--- src/rtl/cart_mem_arb.sv ---
// cart_mem_arb
// Single-port cartridge-memory arbiter between the HPS download path and the
// emulated SCV bus. One download byte is buffered behind DL_WAIT. Bus accesses
// normally win arbitration, but a starvation counter forces a pending download
// entry through after two consecutive bus grants. The block also tracks the
// loaded image size and readiness for the cartridge mapper.
//
// Ports
//   CLK, RESB            : clock, synchronous active-low reset
//   DL_ACTIVE            : download in progress (rising edge starts a new image)
//   DL_WR/ADDR/DATA      : one-cycle download byte strobe
//   DL_WAIT              : holding register full, source must not strobe
//   DL_OVF               : sticky, a strobe arrived while DL_WAIT was high
//   BUS_REQ/WE/ADDR/WDATA: level bus request, held until BUS_ACK
//   BUS_RDATA, BUS_ACK   : read data and one-cycle completion pulse
//   MEM_*                : registered command to the shared synchronous RAM
//   MEM_RDATA            : RAM read data, RD_LAT cycles after MEM_RE
//   CART_SIZE            : highest download address + 1 (AW+1 bits, no wrap)
//   CART_READY           : image loaded and holding register drained
module cart_mem_arb #(
  parameter int AW     = 17,
  parameter int RD_LAT = 1
) (
  input  logic          CLK,
  input  logic          RESB,
  input  logic          DL_ACTIVE,
  input  logic          DL_WR,
  input  logic [AW-1:0] DL_ADDR,
  input  logic [7:0]    DL_DATA,
  output logic          DL_WAIT,
  output logic          DL_OVF,
  input  logic          BUS_REQ,
  input  logic          BUS_WE,
  input  logic [AW-1:0] BUS_ADDR,
  input  logic [7:0]    BUS_WDATA,
  output logic [7:0]    BUS_RDATA,
  output logic          BUS_ACK,
  output logic [AW-1:0] MEM_ADDR,
  output logic [7:0]    MEM_WDATA,
  output logic          MEM_WE,
  output logic          MEM_RE,
  input  logic [7:0]    MEM_RDATA,
  output logic [AW:0]   CART_SIZE,
  output logic          CART_READY
);

  typedef enum logic [1:0] {
    S_IDLE = 2'd0,
    S_WR   = 2'd1,
    S_RD   = 2'd2,
    S_ACK  = 2'd3
  } state_t;

  localparam logic [1:0] LAT_C = 2'(RD_LAT);
  localparam logic [AW:0] ONE_C = {{AW{1'b0}}, 1'b1};

  state_t        state_q;
  logic          wr_dl_q;      // current WR cycle serves the download entry
  logic [1:0]    lat_cnt_q;
  logic [1:0]    starve_q, starve_d;
  logic          full_q, full_d;
  logic [AW-1:0] hold_addr_q;
  logic [7:0]    hold_data_q;
  logic          dl_active_q;
  logic          dl_ovf_q, dl_ovf_d;
  logic [AW:0]   size_q, size_d;
  logic          ready_q, ready_d;
  logic [7:0]    bus_rdata_q;
  logic          bus_ack_q;
  logic [AW-1:0] mem_addr_q;
  logic [7:0]    mem_wdata_q;
  logic          mem_we_q, mem_re_q;

  logic          dl_acc_s, dl_pend_s, dl_rise_s, dl_done_s;
  logic          grant_bus_s, grant_dl_s;
  logic [AW-1:0] dl_addr_s;
  logic [7:0]    dl_data_s;
  logic [AW:0]   size_base_s, dl_size_s;

  // A strobe arriving with the register empty is pending in the same cycle,
  // so an idle memory can write it without a holding-register round trip.
  assign dl_acc_s    = DL_WR & ~full_q;
  assign dl_pend_s   = full_q | dl_acc_s;
  assign dl_addr_s   = full_q ? hold_addr_q : DL_ADDR;
  assign dl_data_s   = full_q ? hold_data_q : DL_DATA;
  assign dl_rise_s   = DL_ACTIVE & ~dl_active_q;
  assign dl_done_s   = (state_q == S_WR) & wr_dl_q;
  assign grant_bus_s = (state_q == S_IDLE) & BUS_REQ & ~(dl_pend_s & (starve_q == 2'd2));
  assign grant_dl_s  = (state_q == S_IDLE) & dl_pend_s & ~grant_bus_s;
  assign size_base_s = dl_rise_s ? '0 : size_q;
  assign dl_size_s   = {1'b0, DL_ADDR} + ONE_C;

  // Next-state for holding register, starvation counter, flags and size.
  always_comb begin
    full_d   = full_q;
    starve_d = starve_q;
    dl_ovf_d = dl_ovf_q;
    size_d   = size_base_s;
    ready_d  = ready_q;

    if (dl_acc_s) begin
      full_d = 1'b1;
    end else if (dl_done_s) begin
      full_d = 1'b0;
    end else begin
      full_d = full_q;
    end

    if (grant_dl_s) begin
      starve_d = 2'd0;
    end else if (grant_bus_s && dl_pend_s) begin
      starve_d = starve_q + 2'd1;
    end else if (!dl_pend_s) begin
      starve_d = 2'd0;
    end else begin
      starve_d = starve_q;
    end

    // A dropped strobe outranks the clear so it is never lost.
    if (DL_WR && full_q) begin
      dl_ovf_d = 1'b1;
    end else if (dl_rise_s) begin
      dl_ovf_d = 1'b0;
    end else begin
      dl_ovf_d = dl_ovf_q;
    end

    if (dl_acc_s && (dl_size_s > size_base_s)) begin
      size_d = dl_size_s;
    end else begin
      size_d = size_base_s;
    end

    if (dl_rise_s) begin
      ready_d = 1'b0;
    end else if (!DL_ACTIVE && !full_q && !dl_done_s && (size_q != '0)) begin
      ready_d = 1'b1;
    end else begin
      ready_d = ready_q;
    end
  end

  // Download-side and status registers.
  always_ff @(posedge CLK) begin
    if (!RESB) begin
      full_q      <= 1'b0;
      hold_addr_q <= '0;
      hold_data_q <= 8'h00;
      starve_q    <= 2'd0;
      dl_active_q <= 1'b0;
      dl_ovf_q    <= 1'b0;
      size_q      <= '0;
      ready_q     <= 1'b0;
    end else begin
      full_q      <= full_d;
      starve_q    <= starve_d;
      dl_active_q <= DL_ACTIVE;
      dl_ovf_q    <= dl_ovf_d;
      size_q      <= size_d;
      ready_q     <= ready_d;
      if (dl_acc_s) begin
        hold_addr_q <= DL_ADDR;
        hold_data_q <= DL_DATA;
      end
    end
  end

  // Memory sequencing FSM with registered memory and bus outputs.
  always_ff @(posedge CLK) begin
    if (!RESB) begin
      state_q     <= S_IDLE;
      wr_dl_q     <= 1'b0;
      lat_cnt_q   <= 2'd0;
      bus_rdata_q <= 8'h00;
      bus_ack_q   <= 1'b0;
      mem_addr_q  <= '0;
      mem_wdata_q <= 8'h00;
      mem_we_q    <= 1'b0;
      mem_re_q    <= 1'b0;
    end else begin
      bus_ack_q <= 1'b0;
      mem_we_q  <= 1'b0;
      mem_re_q  <= 1'b0;
      case (state_q)
        S_IDLE: begin
          if (grant_bus_s) begin
            mem_addr_q <= BUS_ADDR;
            wr_dl_q    <= 1'b0;
            if (BUS_WE) begin
              state_q     <= S_WR;
              mem_we_q    <= 1'b1;
              mem_wdata_q <= BUS_WDATA;
            end else begin
              state_q   <= S_RD;
              mem_re_q  <= 1'b1;
              lat_cnt_q <= 2'd0;
            end
          end else if (grant_dl_s) begin
            state_q     <= S_WR;
            wr_dl_q     <= 1'b1;
            mem_we_q    <= 1'b1;
            mem_addr_q  <= dl_addr_s;
            mem_wdata_q <= dl_data_s;
          end
        end
        S_WR: begin
          wr_dl_q <= 1'b0;
          if (wr_dl_q) begin
            state_q <= S_IDLE;
          end else begin
            state_q   <= S_ACK;
            bus_ack_q <= 1'b1;
          end
        end
        S_RD: begin
          // First RD cycle carries MEM_RE; data arrives RD_LAT cycles later.
          if (lat_cnt_q == LAT_C) begin
            bus_rdata_q <= MEM_RDATA;
            bus_ack_q   <= 1'b1;
            state_q     <= S_ACK;
          end else begin
            lat_cnt_q <= lat_cnt_q + 2'd1;
          end
        end
        S_ACK: begin
          state_q <= S_IDLE;
        end
        default: begin
          state_q <= S_IDLE;
        end
      endcase
    end
  end

  assign DL_WAIT    = full_q;
  assign DL_OVF     = dl_ovf_q;
  assign BUS_RDATA  = bus_rdata_q;
  assign BUS_ACK    = bus_ack_q;
  assign MEM_ADDR   = mem_addr_q;
  assign MEM_WDATA  = mem_wdata_q;
  assign MEM_WE     = mem_we_q;
  assign MEM_RE     = mem_re_q;
  assign CART_SIZE  = size_q;
  assign CART_READY = ready_q;

endmodule

--- config.mk ---
export PLATFORM = sky130hd
export DESIGN_NAME = cart_mem_arb
export DESIGN_NICKNAME = d
export VERILOG_FILES = /design/src/rtl/cart_mem_arb.sv
export SDC_FILE = /design/constraint.sdc
export NUM_CORES = 1
export LEC_CHECK = 0
export ABC_CLOCK_PERIOD_IN_PS = 4000
export CORE_MARGIN = 5
export CORE_UTILIZATION = 45
export CTS_CLUSTER_DIAMETER = 120
export CTS_CLUSTER_SIZE = 14
export DETAILED_ROUTE_END_ITERATION = 6
export PLACE_DENSITY = 0.75
export SYNTH_ARGS = -nofsm -noshare
export SYNTH_HDL_FRONTEND = slang
export SYNTH_SLANG_ARGS = --single-unit
--- constraint.sdc ---
create_clock -name CLK -period 4 [get_ports CLK]
set_input_delay 0.6 -clock CLK [delete_from_list [all_inputs] [get_ports CLK]]
set_output_delay 0.6 -clock CLK [all_outputs]
set_load 0.05 [all_outputs]
==> impl_metrics.tcl, run 1 <==
set metrics [dict create \
    status "finished clean" \
    grt.met3_usage_pct 4.24 \
    hold_slack_ps 461 \
    gp_congestion 0.886 \
    period_share_pct 91.9 \
    cts_made_buffers 9 \
    wl_per_cell_um 15.6 \
    fin_skew_ps 12.8 \
    htreeDepth 3 \
    synth_cell_types 41 \
    setup_tns_ps 0 \
    synth_seq_area_share_pct 38.5 \
    grt_remaining_overflow 0 \
    grt_usage_pct 20.4 \
    crit_type "input pin to flop" \
    grt_max_degree 56 \
    yosysTopAreaCell "dfxtp_1" \
    min_path_cells 2 \
    power.density_nw_per_um2 509 \
    vias 4556 \
    synth_area_per_cell_um2 7.92 \
    cp_max_fo 22 \
    grt_pass1_vias 4512 \
    power_mw 3.17 \
    antenna_found_initial 0 \
    hold_path_class "flop to flop" \
    maxCapViolCount 0 \
    io_pins 121 \
    use_met2_pct 35.2 \
    synth_enable_flop_cells 0 \
    drt_first_pass_iters 5 \
    fin_nets 788 \
    arrival_ps 3990 \
    irDropWorstVdd_v 0.000296 \
    clk_pin_slew_ps 100 \
    top_usage_layer "met2" \
    drc 0 \
    synth_top_cell_area_share_pct 38.5 \
    insertion_delay_ps 370 \
    fmax_mhz 272 \
    netlist_instances 591 \
    die_height_um 112 \
    grt_util_met1_pct 25.0 \
    start_kind "input pin" \
    ys.flop_type "dfxtp_1" \
    dp.final_hpwl_um 9750 \
    end_kind "flop" \
    async_reset_ff_share_pct 0 \
    grt_setup_unrepaired "no" \
    timing.slew.headroom_pct 20.1 \
    drive_gt1_share_pct 7.80 \
    worst_pin_slew_ps 1200 \
    initial_core_util_pct 45.7 \
    period_needed_ps 3680 \
    syn2layout_area_growth_pct 33.2 \
    hold_violations 0 \
    clock_path_buffers 2 \
    cts_root_buffer "clkbuf_8" \
    cts_tree "yes" \
    row_count 37 \
    synth_fp_nets 679 \
    antenna_cells 0 \
    reg2reg_slack_ps 1090 \
    drt-total-wl_um 13100 \
    drtAntennaViolNets 0 \
    io_buffers 120 \
    via_per_inst 5.42 \
    post_cts_resized 0 \
    cts.sinks 90 \
    core_um2 10200 \
    synth_area_leaders "dfxtp_1 (39%), a21oi_1 (8.5%), nand2_1 (7.2%)" \
    dieWidth_um 112 \
    drt_iter0_drc 257 \
    setup_violations 0 \
    finalMaxSlewViolations 0 \
    die_area_um2 12500 \
    synth_commonest_cells "dfxtp_1 (90), nand2_1 (90), a21oi_1 (79)" \
    post_cts_buffers 0 \
    grt_pass1_wl_um 21300 \
    hold_buffers 0 \
    ys_warn_count 0 \
    ff2ff_path_depth 11 \
    cp.required_ps 4320 \
    p_leak_nw 2.35 \
    ys_ff_latch 90 \
    fillCellCount 932 \
    syn-cell-area_um2 4680 \
]
## placed cells by master (no fill, tap or decap), drive strengths merged
cell	Yosys	final
xor2	9	9
nor2	74	74
a211oi	27	27
a41oi	1	1
ha	24	24
clkinv	0	3
buf	12	20
nand2	90	90
nand4	8	8
and3	3	3
xnor2	6	6
a2111o	2	2
o211a	1	1
dfxtp	90	90
a21oi	90	90
and2	2	2
a2111oi	1	1
nand4b	1	1
or2	1	1
clkdlybuf4s50	0	120
a31oi	1	1
nand3	33	33
o31ai	1	1
a22o	1	1
nor2b	3	3
clkinvlp	0	1
or4	1	1
clkbuf	30	9
a21o	19	19
o21ai	7	7
a21boi	1	1
o21bai	1	1
inv	9	12
a22oi	2	2
a21bo	1	1
nor4	7	7
mux2i	25	25
nor3	2	2
nand2b	5	5
## state kept, by name, indices dropped and copies added (netlist names)
name / flops
wr_dl_q: 1
hold_addr_q: 17
BUS_RDATA: 8
DL_WAIT: 1
MEM_ADDR: 17
MEM_WE: 1
CART_READY: 1
MEM_RE: 1
dl_active_q: 1
hold_data_q: 8
starve_q: 2
lat_cnt_q: 2
MEM_WDATA: 8
CART_SIZE: 18
state_q: 2
BUS_ACK: 1
DL_OVF: 1
## layer usage
| metal | share of wire (%) | up-vias |
|---|---|---|
| li1 | - | 2280 |
| met1 | 42 | 2110 |
| met2 | 50 | 136 |
| met3 | 4.9 | 30 |
| met4 | 2.6 | 0 |
| met5 | 0 | - |
## metrics by stage
| stage | cells | setup slack (ps) | area [µm²] | util [%] |
|---|---|---|---|---|
| detailed placement | 825 | 23.8 | 6030 | 59.0 |
| global placement | 825 | 157 | 6030 | 59.0 |
| finish | 841 | 322 | 6230 | 60.9 |
| floorplan | 591 | 655 | 4680 | - |
| CTS | 841 | 334 | 6230 | 60.9 |
| global route | 841 | 77.4 | 6230 | 60.9 |
## critical path: stages
cell and delay [ps]:
clkdlybuf4s50_1 620, ha_1 250, nand2_1 110, nor2_1 130, nand2_1 90, xnor2_1 250
ha_1 310, o21ai_0 200, nor2_1 60, a2111o_1 370, a2111o_1 430, buf_4 220
a21o_1 210, a21oi_2 130
## cell type report
cell class	instances	area, µm²	area share (%)
clock inverters	7	72.6	1.16
multi-input cells	450	2680	43.0
inverters	9	33.8	0.542
flip-flops and latches	90	1800	28.9
well taps	136	170	2.73
repair buffers	140	1350	21.7
clock buffers	9	124	1.99
## power by group
part | switching (mW) | internal (mW)
clock | 0.375 | 0.244
combinational | 0.938 | 0.497
sequential | 0.0794 | 1.03
## worst paths after layout
check	end	startpoint
hold reg to reg	hold_addr_q[2]	hold_addr_q[2]
hold / removal	hold_addr_q[2]	hold_addr_q[2]
setup / recovery	CART_SIZE[15]	DL_ADDR[0]
setup reg to reg	CART_SIZE[15]	dl_active_q
## cell families after synthesis
group	after synthesis	synth area share, %
mux	25	5.35
buf+inv	51	4.63
compound gates	156	21.2
fa+ha+maj	24	6.42
flops	90	38.5
simple gates	230	21.1
xor+xnor	15	2.81
Note: power is estimated with default switching activity, not from simulation.
==> run 2: changes to the inputs <==
--- a/config.mk
+++ b/config.mk
@@ -7,11 +7,11 @@
 export LEC_CHECK = 0
 export ABC_CLOCK_PERIOD_IN_PS = 4000
 export CORE_MARGIN = 5
-export CORE_UTILIZATION = 45
+export CORE_UTILIZATION = 40
 export CTS_CLUSTER_DIAMETER = 120
 export CTS_CLUSTER_SIZE = 14
 export DETAILED_ROUTE_END_ITERATION = 6
-export PLACE_DENSITY = 0.75
+export PLACE_DENSITY = 0.68
 export SYNTH_ARGS = -nofsm -noshare
 export SYNTH_HDL_FRONTEND = slang
 export SYNTH_SLANG_ARGS = --single-unit
==> run 2 against run 1 <==
Compared with the run above: die area is 11% higher; critical path type unchanged; via count is 1.3% lower; non-clock buffer count is 1 lower; combinational power hardly changed; sequential share of layout area is 0.37 points lower.
==> impl_metrics.tcl, run 2 (same netlist as run 1, synthesis figures left out) <==
set metrics [dict create \
    start_kind "input pin" \
    maxCapViolCount 0 \
    io_pins 121 \
    fin_nets 787 \
    grt_max_degree 56 \
    period_share_pct 90.1 \
    crit_path_top_delay_cell "clkdlybuf4s50_1" \
    vias 4499 \
    drc 0 \
    final_cell_mix "clkdlybuf4s50_1 (120), nand2_1 (90), dfxtp_1 (89)" \
    period_needed_ps 3600 \
    crit_type "input pin to flop" \
    clk_pin_slew_ps 60 \
    irDropWorstVdd_v 0.000328 \
    cts_root_buffer "clkbuf_16" \
    drive_gt1_share_pct 7.67 \
    hold_path_class "flop to flop" \
    io_buffers 120 \
    die_area_um2 14000 \
    hold_buffers 0 \
    end_kind "flop" \
    grt_setup_unrepaired "no" \
    clockPowerShare_pct 23.7 \
    hold_violations 0 \
    cts_made_buffers 9 \
    p_leak_nw 2.38 \
    p_comb_share_pct 42.6 \
    post_cts_resized 0 \
    setup_violations 0 \
    arrival_ps 3880 \
    gp_congestion 0.920 \
    clock_path_buffers 2 \
    drt_first_pass_iters 4 \
    grt_pass1_wl_um 21600 \
    worst_pin_slew_ps 1190 \
    power.density_nw_per_um2 529 \
    initial_core_util_pct 41.0 \
    drt-total-wl_um 13100 \
    finalMaxSlewViolations 0 \
    cts_tree "yes" \
    grt_usage_pct 18.5 \
    status "finished clean" \
    antenna_found_initial 0 \
    cp.required_ps 4270 \
    cp_max_fo 20 \
    via_per_inst 5.31 \
    fillCellCount 1079 \
    timing.slew.headroom_pct 20.6 \
    seqPwrFrac_pct 33.7 \
    dieWidth_um 118 \
    p_switching_mw 1.37 \
    die_height_um 118 \
    drtAntennaViolNets 0 \
    intPower_mw 1.97 \
    grt_remaining_overflow 0 \
    grt_pass1_vias 4501 \
    cp_top_family "compound AO/OA/AOI/OAI gates" \
    seqCellArea_um2 1800 \
    cts.sinks 90 \
    setup_tns_ps 0 \
    swShare_pct 41.0 \
    row_count 39 \
    core_um2 11400 \
    htreeDepth 3 \
    syn2layout_area_growth_pct 34.9 \
    post_cts_buffers 0 \
    cp_cell_sequence "clkdlybuf4s50_1, ha_1, nand2_1, nor2_1, nand2_1, xnor2_1, ha_1, o21ai_0, nor2_1, a2111o_1, a2111o_1, buf_4, a21o_1, a21oi_1" \
    insertion_delay_ps 350 \
    fin_skew_ps 4.95 \
    power_mw 3.34 \
    largest_reg_flops 18 \
    critical_path.max_stage_delay_ps 610 \
    dp.final_hpwl_um 9540 \
    wl_per_cell_um 15.5 \
    antenna_cells 0 \
    multi_input_area_um2 2680 \
    final_common_cell "clkdlybuf4s50_1" \
    drt_iter0_drc 228 \
    reg2reg_slack_ps 1110 \
    crit_buf_inv 2 \
    fmax_mhz 277 \
]
## run 2: power by group through the flow
stage	Clock, mW	Sequential (mW)	Combinational, mW
final	0.791	1.12	1.42
after global routing	0.849	1.14	1.55
after CTS	0.811	1.13	1.43
after detailed placement	0	1.14	1.42
after global placement	0	1.14	1.40
after floorplan	0	1.49	0.630
## run 2: per-layer routing
layer  track usage, %  vias up  routed length (µm)  part of all wire [%]
met5                0        -                   0                     0
met4             7.03        0                 226                   1.7
met3             5.49       16                 675                   5.1
met2             31.2      113                6430                    49
met1             22.2     2084                5780                    44
li1                 -     2286                   -                     -
## run 2: layout make-up
cell class | count | area share (%)
clock buffers | 11 | 3.85
clock inverters | 5 | 0.476
repair buffers | 139 | 21.3
multi-input cells | 450 | 42.4
flip-flops and latches | 90 | 28.6
inverters | 9 | 0.535
well taps | 143 | 2.84
## run 2: through the flow
stage,cells,instance area (µm²),hold slack (ps),util [%],setup slack [ps]
after CTS,847,6310,456,55.3,384
final,847,6310,452,55.3,395
after global routing,847,6310,477,55.3,152
after global placement,831,6040,441,52.9,178
after floorplan,591,4680,436,-,655
after detailed placement,831,6040,447,52.9,9.62
## run 2: worst reg2reg max path: stages, from the launching register on
cell and delay (ps):
dfxtp_1 300, nand2b_1 300, buf_4 260, nand2_1 100, ha_1 290, o21ai_0 150
nor2_1 60, a2111o_1 390, a2111o_1 430, buf_4 210, a21o_1 190, a21oi_1 150
## run 2: worst paths after layout
check | endpoint | from | cells past startpoint
max | CART_SIZE[4] | DL_ADDR[0] | 14
min | BUS_RDATA[7] | BUS_RDATA[7] | 2
max reg2reg | CART_SIZE[4] | dl_active_q | 11
min reg2reg | BUS_RDATA[7] | BUS_RDATA[7] | 2
